`config.mk`:
```
export PLATFORM = sky130hd
export DESIGN_NAME = async_up_down
export DESIGN_NICKNAME = d
export VERILOG_FILES = /design/src/rtl/async_up_down.sv
export SDC_FILE = /design/constraint.sdc
export NUM_CORES = 1
export LEC_CHECK = 0
export BUFFER_PORTS_ARGS = -buffer_cell sky130_fd_sc_hd__buf_2
export CORE_AREA = 2 2 39 41
export CTS_CLUSTER_SIZE = 10
export DETAILED_ROUTE_END_ITERATION = 10
export DIE_AREA = 0 0 41 43
export GPL_ROUTABILITY_DRIVEN = 0
export GPL_TIMING_DRIVEN = 0
export MAX_ROUTING_LAYER = met4
export PLACE_DENSITY = 0.43
export SLEW_MARGIN = 20
export SYNTH_ARGS = -nofsm -noshare
export SYNTH_HDL_FRONTEND = slang
export SYNTH_SLANG_ARGS = --single-unit
```
`constraint.sdc`:
```
create_clock -name clk -period 0.8 [get_ports clk]
set_input_delay 0.24 -clock clk [delete_from_list [all_inputs] [get_ports clk]]
set_output_delay 0.24 -clock clk [all_outputs]
set_load 0.03 [all_outputs]
```
`src/rtl/async_up_down.sv`:
```
`default_nettype none
// ============================================================================
// Module   : async_up_down (with jk_ff stage)
// Brief    : 3-stage ripple up/down counter built from falling-edge JK flops.
// Revision : 1.0
// ============================================================================

module jk_ff (
    input  logic i_clk,
    input  logic i_rst_n,
    input  logic i_j,
    input  logic i_k,
    output logic o_q,
    output logic o_qbar
);

    logic r_q;

    always_ff @(negedge i_clk or negedge i_rst_n) begin
        if (!i_rst_n) begin
            r_q <= 1'b0;
        end else begin
            case ({i_j, i_k})
                2'b00:   r_q <= r_q;
                2'b01:   r_q <= 1'b0;
                2'b10:   r_q <= 1'b1;
                default: r_q <= ~r_q;
            endcase
        end
    end

    assign o_q    = r_q;
    assign o_qbar = ~r_q;

endmodule

module async_up_down (
    input  logic clk,
    input  logic j1,
    input  logic k1,
    input  logic j2,
    input  logic k2,
    input  logic j3,
    input  logic k3,
    input  logic m,
    output logic q1,
    output logic q2,
    output logic q3,
    output logic q1bar,
    output logic q2bar,
    output logic q3bar,
    input  logic rst_n
);

    logic w_clk2;
    logic w_clk3;

    // Up mode ripples on q falling, down mode on qbar falling; a change of m
    // that drops the mux output is intentionally seen as an active edge.
    assign w_clk2 = m ? q1 : q1bar;
    assign w_clk3 = m ? q2 : q2bar;

    jk_ff u_stage1 (
        .i_clk   (clk),
        .i_rst_n (rst_n),
        .i_j     (j1),
        .i_k     (k1),
        .o_q     (q1),
        .o_qbar  (q1bar)
    );

    jk_ff u_stage2 (
        .i_clk   (w_clk2),
        .i_rst_n (rst_n),
        .i_j     (j2),
        .i_k     (k2),
        .o_q     (q2),
        .o_qbar  (q2bar)
    );

    jk_ff u_stage3 (
        .i_clk   (w_clk3),
        .i_rst_n (rst_n),
        .i_j     (j3),
        .i_k     (k3),
        .o_q     (q3),
        .o_qbar  (q3bar)
    );

endmodule

`default_nettype wire

```
==> summary.md, run 1 <==
| Metric | Value |
|---|---|
| Run status | complete, but fails checks |
| Violated checks | negative setup slack |
| Routed WL | 501 µm |
| Commonest cells after routing, fill and taps aside | buf_2, inv_1, ha_1 |
| WL per Instance | 8.081 µm |
| Power Total | approximately 0.47 mW |
| Commonest non-fill, non-tap cell in the layout | buf_2 |
| Antenna viol nets, final | 0 |
| Max-cap violations | 0 |
| Diode count | 0 |
| Final hold vios | 0 |
| Initial antenna violation count | 0 |
| First-pass iteration count of the detailed router | 1 |
| Io pins | 15 |
| DR top layer | met3 |
| Number of global-route vias before repair | 193 |
| Filler instances | between 150 and 200 |
| Slew HR | 0.8636 |
| Cell taking the most area after synthesis | dfrtn_1 |
| First-pass GRT wire length | 745 µm |
| Critical R2R Launch | u_stage1.o_q |
| Post-synthesis net count | 44 |
| Sequential share of the synthesized area | 0.2791 |
| Vias/cell | 3.952 |
| Post-Synth Simple-Gate Area | 0.1674 |
| Mean post-synth cell area | around 9.3 µm² |
| Power Density | 1034 nW/µm² |
| Worst EP arrival | 0.80 ns |
| Crit end category | register |
| Slew Limit Fails | 0 |
| Leakage power | 0.2334 nW |
| Distinct cells, synth | 6 |
| Starting Density | 0.1944 |
| Critical path peak fanout | 2 |
| Cell Rows | 14 |
| RSZ-0062 raised after global routing | yes |
| Die X | roughly 41 µm |
| Total grt overflow | 0 |
| Number of unconstrained endpoints | 6 |
| Post-Syn Instances | 29 |
| Reg2reg setup slack | -0.17 ns |
| Worst Path Required | between 0.2 and 0.25 ns |
| Mux cell area share after synthesis | 0 |
| Hold Path Class | in -> async |
| Latest clock arrival within the worst-skew pair | 0 ns |
| Syn. warnings | 0 |
| Post-Synth XOR/XNOR Area | 0.06512 |
| WL met2 | roughly 220 µm |
| Synth Register Bits | 3 |
| DPL Wire Length | 419.2 µm |
| Final setup margin | -0.5723 ns |
| Area grow syn2layout | 67.91% |
| Post-synthesis adder-cell area fraction | 0.2791 |
| Met1 wire length | 230 µm |
| Setup-failing EPs final | 3 |
| Clk_skew | 0 ns |
| Core area | 1384 µm² |
| Kind of start point of the critical path | primary input |
| DR vias | 245 |
| PortBufs | 14 |
| Die Height | about 43 µm |
| Crit Path Category | in -> reg |
| Largest net degree at the start of global routing | 5 |
| Mapped Area | about 270 µm² |
| Worst-path clk slew | 0 ns |
| Nets@finish | 63 |
| Reg2reg path depth | 3 |
| Number of remaining DRC errors | 0 |
| Layout cells sized above 1 | 0.5000 |
| Terminus of the critical flop-to-flop path | u_stage1.o_q |
| Die area | around 1800 µm² |
| Share of the synthesized area in the top cell type | 0.2791 |
| Register pins left without a clock | 2 |
| Main combinational cell family by area after synthesis | adder cells |
| Synth Area in Compound Gates | 0.08372 |
| Initial drt markers | 0 |
| Place WS | -0.6511 ns |
| Met3 WL | roughly 49 µm |
| Maximum vdd drop | 416.3 µV |
| Top area cells in the synthesized netlist | dfrtn_1, ha_1, nor3b_1, inv_1, a211oi_1 |
| GRT Overall Usage | 0.05979 |
| Worst slew pin tran | 0.2034 ns |
| Cts hold-fix bufs | 0 |
## cells by family after synthesis
logic type | Yosys count
buffers and inverters | 9
AOI/OAI and AO/OA | 3
xor gates and xnor gates | 2
and+or+nand+nor | 6
DFF | 3
adders and majority gates | 6
## through the flow
step           hold slack (ns)    util  area (µm²)  TNS (ns)  std cells
2_1_floorplan           0.2358       -       306.5    -1.496         29
3_3_place_gp            0.3331  0.2866       396.6    -1.681         59
3_5_place_dp            0.3346  0.2866       396.6    -1.665         59
4_1_cts                 0.3348  0.3210       444.2    -1.466         61
5_1_grt                 0.3400  0.3264       451.7    -1.545         62
6_report                0.3303  0.3264       451.7    -1.493         62
## final cells by class
type	count	area, µm²	area share
Multi-Input combinational cell	17	182.7	0.4044
Timing Repair Buffer	17	125.1	0.2770
Sequential cell	3	75.07	0.1662
Inverter	9	48.80	0.1080
Tap cell	16	20.02	0.04432
## worst max-delay path, cell delays in order
cell,delay [ns]
buf_8,0.08
inv_8,0.03
ha_4,0.25
nor3b_2,0.14
a211oi_1,0.06
## routing by layer
metal / vias up / track usage
li1: 129 / -
met1: 104 / 0.08091
met2: 12 / 0.1031
met3: 0 / 0
met4: 0 / 0
met5: - / -
## flip-flops by register name, summed over array words and instances, names as in the netlist
signal,count
u_stage3.o_q,1
u_stage2.o_q,1
u_stage1.o_q,1
## how the worst max path moves through the flow
stage	startpoint	to
6_report	k1	u_stage1.o_q
5_1_grt	k1	u_stage1.o_q
4_1_cts	k1	u_stage1.o_q
3_5_place_dp	j1	u_stage1.o_q
3_3_place_gp	j1	u_stage1.o_q
2_1_floorplan	u_stage1.o_q	q1bar
## power by group
group,switching (mW),internal (mW),leakage (nW)
registers,0.0204,0.0922,0.0348
logic,0.178,0.177,0.199
clock network,0,0,0
total,0.198,0.269,0.233
## synth_stat cells
cell / instances
a211oi_1: 3
dfrtn_1: 3
ha_1: 6
inv_1: 9
nor3b_1: 6
xnor2_1: 2
## what timing repair did
action | CTS | global route
buffers inserted | 2 | 1
gates cloned | 0 | 0
pin swaps | 2 | 0
setup endpoints to repair | 3 | 3
gates resized for setup | 10 | 0
(Power assumes the default switching activity.)
==> run 2, diff against run 1 <==
--- a/config.mk
+++ b/config.mk
@@ -13,8 +13,9 @@
 export GPL_ROUTABILITY_DRIVEN = 0
 export GPL_TIMING_DRIVEN = 0
 export MAX_ROUTING_LAYER = met4
-export PLACE_DENSITY = 0.43
+export PLACE_DENSITY = 0.45
 export SLEW_MARGIN = 20
 export SYNTH_ARGS = -nofsm -noshare
 export SYNTH_HDL_FRONTEND = slang
+export SYNTH_HIERARCHICAL = 1
 export SYNTH_SLANG_ARGS = --single-unit
==> summary.md, run 2 <==
| Metric | Value |
|---|---|
| Worst slew pin tran | between 0.15 and 0.2 ns |
| Post-Syn Instances | 32 |
| Io pins | 15 |
| Number of unconstrained endpoints | 6 |
| Commonest cells after routing, fill and taps aside | buf_2, inv_1, ha_1 |
| Slew HR | 0.8764 |
| Distinct cells, synth | 7 |
| Nets@finish | 65 |
| Top area cells in the synthesized netlist | dfrtn_1, ha_1, nor2b_1, o31ai_2, inv_1 |
| Final hold vios | 0 |
| Reg2reg setup slack | -0.05 ns |
| Power Total | 0.4259 mW |
| Starting Density | 0.2116 |
| Die area | 1763 µm² |
| Final hold slack | 0.3277 ns |
| Pint | 0.2452 mW |
| Leakage power | 0.2466 nW |
| Run status | complete, but fails checks |
| Area grow syn2layout | 58.55% |
| Clk_skew | 0 ns |
| Setup-failing EPs final | 3 |
| Violated checks | negative setup slack |
| Cell taking the most area after synthesis | dfrtn_1 |
| Register pins left without a clock | 2 |
| Kind of start point of the critical path | primary input |
| Routed WL | 535 µm |
| Initial antenna violation count | 0 |
| Number of enable flip-flop cells after synthesis | 0 |
| PortBufs | 14 |
| Design area | 464.2 µm² |
| Core area | 1384 µm² |
| Top_reg_cell synth | dfrtn_1 |
| Diode count | 0 |
| Final non-filler cell total | 64 |
| Count leader, synth | inv_1 |
| Synth Register Bits | 3 |
| Worst-path clk slew | 0 ns |
| Mapped Area | 292.8 µm² |
| Die Height | around 43 µm |
| Largest net degree at the start of global routing | 6 |
| Worst EP arrival | 0.79 ns |
| Worst Path Required | 0.24 ns |
| Max-cap violations | 0 |
| Syn. warnings | 6 |
| Clk pwr share | 0 |
| Worst Setup EP | u_stage1/o_q |
| Crit end category | register |
| Reg power frac | 0.244 |
| Antenna viol nets, final | 0 |
| Filler instances | around 150 |
| RSZ-0062 raised after global routing | yes |
| Combinational power share | 0.756 |
| Number of remaining DRC errors | 0 |
| Sequential share of the synthesized area | 0.2564 |
| Terminus of the critical flop-to-flop path | u_stage1/o_q |
| Placed insts | 62 |
| Slew Limit Fails | 0 |
| Async S/R FF share, synth | 1.000 |
| Post-synthesis net count | 47 |
| P_sw | approximately 0.18 mW |
| Hold Path Class | in -> async |
| Latest clock arrival within the worst-skew pair | 0 ns |
| Vias/cell | between 3 and 4 |
| First-pass GRT wire length | 883 µm |
| Share of the synthesized area in the top cell type | 0.2564 |
| First-pass iteration count of the detailed router | 2 |
| Maximum vdd drop | 518.2 µV |
| Utilization after layout | 0.3354 |
| Cell Rows | 14 |
| Total grt overflow | 0 |
| Crit Path Category | in -> reg |
| Crit. Startpoint | k1 |
| Die X | between 40 and 50 µm |
| Post-place instance area | around 420 µm² |
| Switch share | 0.4243 |
| DPL Wire Length | 497.6 µm |
| GRT Overall Usage | 0.06900 |
| Critical path peak fanout | 2 |
| DR vias | 250 |
| Final setup margin | -0.5529 ns |
| Commonest non-fill, non-tap cell in the layout | buf_2 |
| Layout cells sized above 1 | 0.5625 |
| Critical R2R Launch | u_stage1/o_q |
| Power Density | slightly above 900 nW/µm² |
| Initial drt markers | 3 |
| WL per Instance | approximately 8.4 µm |
| Mean post-synth cell area | 9.149 µm² |
| Number of global-route vias before repair | 231 |
| Reg2reg path depth | 2 |
| Most frequent cells after synthesis | inv_1, ha_1, nor2b_1 |
run 2: changes by cell type after synthesis:
cell / before / now
a211oi_1: 3 / 0
o31ai_2: 0 / 3
nor2b_1: 0 / 6
mux2_2: 0 / 2
nand2_1: 0 / 3
nor3b_1: 6 / 0
xnor2_1: 2 / 0
run 2: layout make-up:
class / count / area (µm²) / share of cell area
inverters: 9 / 48.80 / 0.1051
multi-input cells: 20 / 206.4 / 0.4447
flip-flops and latches: 3 / 75.07 / 0.1617
well taps: 16 / 20.02 / 0.04313
repair buffers: 16 / 113.9 / 0.2453
run 2: critical path: stages:
cell and delay (ns):
buf_8 0.08, inv_8 0.03, ha_4 0.26, nor2b_4 0.13, o31ai_2 0.05
run 2: power groups by stage:
stage	Clock [mW]	Combinational [mW]	Sequential [mW]
finish	0	0.322	0.104
global route	0	0.348	0.108
CTS	0	0.314	0.105
detailed placement	0	0.270	0.104
global placement	0	0.267	0.104
floorplan	0	0.156	0.133
run 2: how the worst min path moves through the flow:
| stage | from | endpoint | cells past startpoint |
|---|---|---|---|
| finish | rst_n | u_stage1/o_q | 1 |
| CTS | rst_n | u_stage1/o_q | 1 |
| detailed placement | rst_n | u_stage1/o_q | 1 |
| global route | rst_n | u_stage1/o_q | 1 |
| global placement | rst_n | u_stage1/o_q | 1 |
| floorplan | rst_n | u_stage1/o_q | 0 |
run 2: cell families (layout without fill, tap and decap cells):
logic type               Yosys count  in the layout  share of synthesized area
AND/OR/NAND/NOR                    9              9                     0.1667
buffers and inverters              9             25                     0.1154
adder cells (fa/ha/maj)            6              6                     0.2564
AO/OA/AOI/OAI                      3              3                     0.1282
flip-flops                         3              3                     0.2564
multiplexers                       2              2                    0.07692
run 2: stage by stage:
step | setup slack (ns) | setup TNS (ns)
6_report | -0.5529 | -1.515
5_1_grt | -0.5779 | -1.610
4_1_cts | -0.5568 | -1.536
3_5_place_dp | -0.6183 | -1.648
3_3_place_gp | -0.6183 | -1.658
2_1_floorplan | -0.5955 | -1.461
run 2: what timing repair did:
item                       in CTS  in global routing
pin swaps                       1                  0
resized for setup              10                  0
buffers inserted                1                  1
setup endpoints to repair       3                  3
hold endpoints to repair        0                  0
hold buffers                    0                  0
run 2: routing by layer:
metal	wire length, µm	global-route usage	vias up
met3	76	0.01047	0
met4	0	0	0
met5	0	-	-
li1	-	-	131
met2	248	0.1125	12
met1	211	0.09355	107
==> run 3, diff against run 2 <==
--- a/config.mk
+++ b/config.mk
@@ -5,6 +5,7 @@
 export SDC_FILE = /design/constraint.sdc
 export NUM_CORES = 1
 export LEC_CHECK = 0
+export ABC_AREA = 1
 export BUFFER_PORTS_ARGS = -buffer_cell sky130_fd_sc_hd__buf_2
 export CORE_AREA = 2 2 39 41
 export CTS_CLUSTER_SIZE = 10
@@ -13,7 +14,7 @@
 export GPL_ROUTABILITY_DRIVEN = 0
 export GPL_TIMING_DRIVEN = 0
 export MAX_ROUTING_LAYER = met4
-export PLACE_DENSITY = 0.45
+export PLACE_DENSITY = 0.46
 export SLEW_MARGIN = 20
 export SYNTH_ARGS = -nofsm -noshare
 export SYNTH_HDL_FRONTEND = slang
==> summary.md, run 3 <==
| Metric | Value |
|---|---|
| Diode count | 0 |
| Post-synthesis net count | 64 |
| Post-place instance area | roughly 420 µm² |
| Initial antenna violation count | 0 |
| Run status | complete, but fails checks |
| Worst-path clk slew | 0 ns |
| GRT Overall Usage | 0.06076 |
| Power Density | around 880 nW/µm² |
| GRT met1 Usage | 0.06774 |
| Worst EP arrival | 0.77 ns |
| Nets@finish | between 80 and 90 |
| Met3 GRT Util | 0 |
| Register pins left without a clock | 2 |
| First-pass iteration count of the detailed router | 1 |
| Worst Path Required | 0.24 ns |
| Synth Register Bits | 3 |
| Final hold vios | 0 |
| Design area | 490.5 µm² |
| Worst slew pin tran | 0.1626 ns |
| Switch share | 0.4444 |
| Leakage power | 0.3110 nW |
| Top area cells in the synthesized netlist | dfrtn_1, ha_1, inv_1, nand2_1, nand3_1 |
| Top_reg_cell synth | dfrtn_1 |
| Slew Limit Fails | 0 |
| Die X | 41 µm |
| PortBufs | 14 |
| Cell Rows | 14 |
| Latest clock arrival within the worst-skew pair | 0 ns |
| DR vias | 310 |
| Crit end category | register |
| P_sw | around 0.19 mW |
| Antenna viol nets, final | 0 |
| Async S/R FF share, synth | 1.000 |
| Max-cap violations | 0 |
| Pint | 0.2390 mW |
| Die area | 1763 µm² |
| DPL Wire Length | 463.6 µm |
| Starting Density | 0.2197 |
| Largest net degree at the start of global routing | 6 |
| Core area | 1384 µm² |
| Distinct cells, synth | 5 |
| Cell taking the most area after synthesis | dfrtn_1 |
| Io pins | 15 |
| Combinational power share | 0.768 |
| Syn. warnings | 6 |
| Count leader, synth | inv_1 |
| Sequential share of the synthesized area | 0.2469 |
| Clk_skew | 0 ns |
| Commonest non-fill, non-tap cell in the layout | nand2_1 |
| Number of enable flip-flop cells after synthesis | 0 |
| Crit Path Category | in -> reg |
| Most frequent cells after synthesis | inv_1, nand2_1, ha_1 |
| Vias/cell | 3.735 |
| Critical path peak fanout | 2 |
| Mapped Area | 304.0 µm² |
| Mean post-synth cell area | around 6.2 µm² |
| Die Height | approximately 43 µm |
| Violated checks | negative setup slack |
| Clk pwr share | 0 |
| Post-Syn Instances | 49 |
| Slew HR | 0.8916 |
| First-pass GRT wire length | roughly 790 µm |
| Total grt overflow | 0 |
| Initial drt markers | 0 |
| Setup-failing EPs final | 3 |
| Maximum vdd drop | 315.8 µV |
| Final setup margin | -0.5290 ns |
| Cts hold-fix bufs | 0 |
| Hold Path Class | in -> async |
| Number of global-route vias before repair | ~240 |
| Commonest cells after routing, fill and taps aside | nand2_1, inv_1, buf_2 |
| Share of the synthesized area in the top cell type | 0.2469 |
| RSZ-0062 raised after global routing | yes |
| Reg power frac | 0.232 |
| Number of unconstrained endpoints | 6 |
| WL per Instance | 6.301 µm |
| Reg2reg setup slack | -0.27 ns |
| Number of remaining DRC errors | 0 |
| Grt peak-use layer | met2 |
| Final hold slack | around 0.33 ns |
| Kind of start point of the critical path | primary input |
| Routed WL | 523 µm |
| Met2 usage | 0.1188 |
| Filler instances | 159 |
| Area grow syn2layout | 61.32% |
| Layout cells sized above 1 | 0.3881 |
run 3: final timing paths:
path	start	to	depth (start not counted)
min in group clk	u_stage1/o_q	u_stage1/o_q	5
max in group asynchronous	rst_n	u_stage1/o_q	1
hold reg to reg	u_stage1/o_q	u_stage1/o_q	5
setup / recovery	k1	u_stage1/o_q	7
setup reg to reg	u_stage1/o_q	u_stage1/o_q	6
hold / removal	rst_n	u_stage1/o_q	1
run 3: layout make-up:
cell class / count / area, µm² / share of cell area
repair buffers: 18 / 128.9 / 0.2628
inverters: 19 / 86.33 / 0.1760
flip-flops and latches: 3 / 75.07 / 0.1531
well taps: 16 / 20.02 / 0.04082
multi-input cells: 27 / 180.2 / 0.3673
run 3: metal layers:
metal | up-vias | share of wire | wire length [µm]
met5 | - | 0 | 0
met4 | 0 | 0 | 0
met3 | 0 | 0.069 | 36
met2 | 8 | 0.51 | 268
met1 | 132 | 0.42 | 218
li1 | 170 | - | -
run 3: cells by family (layout without fill, tap and decap cells):
logic type	after synthesis	count (layout)	share of synthesized area
adders and majority gates	6	6	0.2469
buffers and inverters	19	37	0.2346
DFF	3	3	0.2469
and+or+nand+nor	21	21	0.2716
run 3: per-stage QoR:
stage / power (mW) / std cells / TNS (ns) / worst slack (ns) / util
3_5_place_dp: 0.3420 / 79 / -1.710 / -0.6165 / 0.3047
2_1_floorplan: 0.2604 / 49 / -1.467 / -0.6076 / -
3_3_place_gp: 0.3397 / 79 / -1.714 / -0.6094 / 0.3047
5_1_grt: 0.4675 / 83 / -1.573 / -0.5521 / 0.3544
4_1_cts: 0.3924 / 81 / -1.498 / -0.5348 / 0.3336
6_report: 0.4302 / 83 / -1.473 / -0.5290 / 0.3544
run 3: repair_timing:
action,4_1_cts,5_1_grt
pin swaps,3,2
gates cloned,0,0
gates resized for setup,8,4
setup buffers,2,2
setup endpoints to repair,3,3
run 3: power groups by stage:
stage | clock [mW] | sequential [mW] | combinational, mW
after global routing | 0 | 0.104 | 0.363
after detailed placement | 0 | 0.102 | 0.240
after global placement | 0 | 0.102 | 0.237
after CTS | 0 | 0.0993 | 0.293
final | 0 | 0.0998 | 0.330
after floorplan | 0 | 0.126 | 0.134
run 3: critical path, stage by stage:
cell and delay, ns:
buf_8 0.09, inv_12 0.03, ha_4 0.23, inv_2 0.05, nand2_2 0.04, nand3_2 0.04, nand2_1 0.04
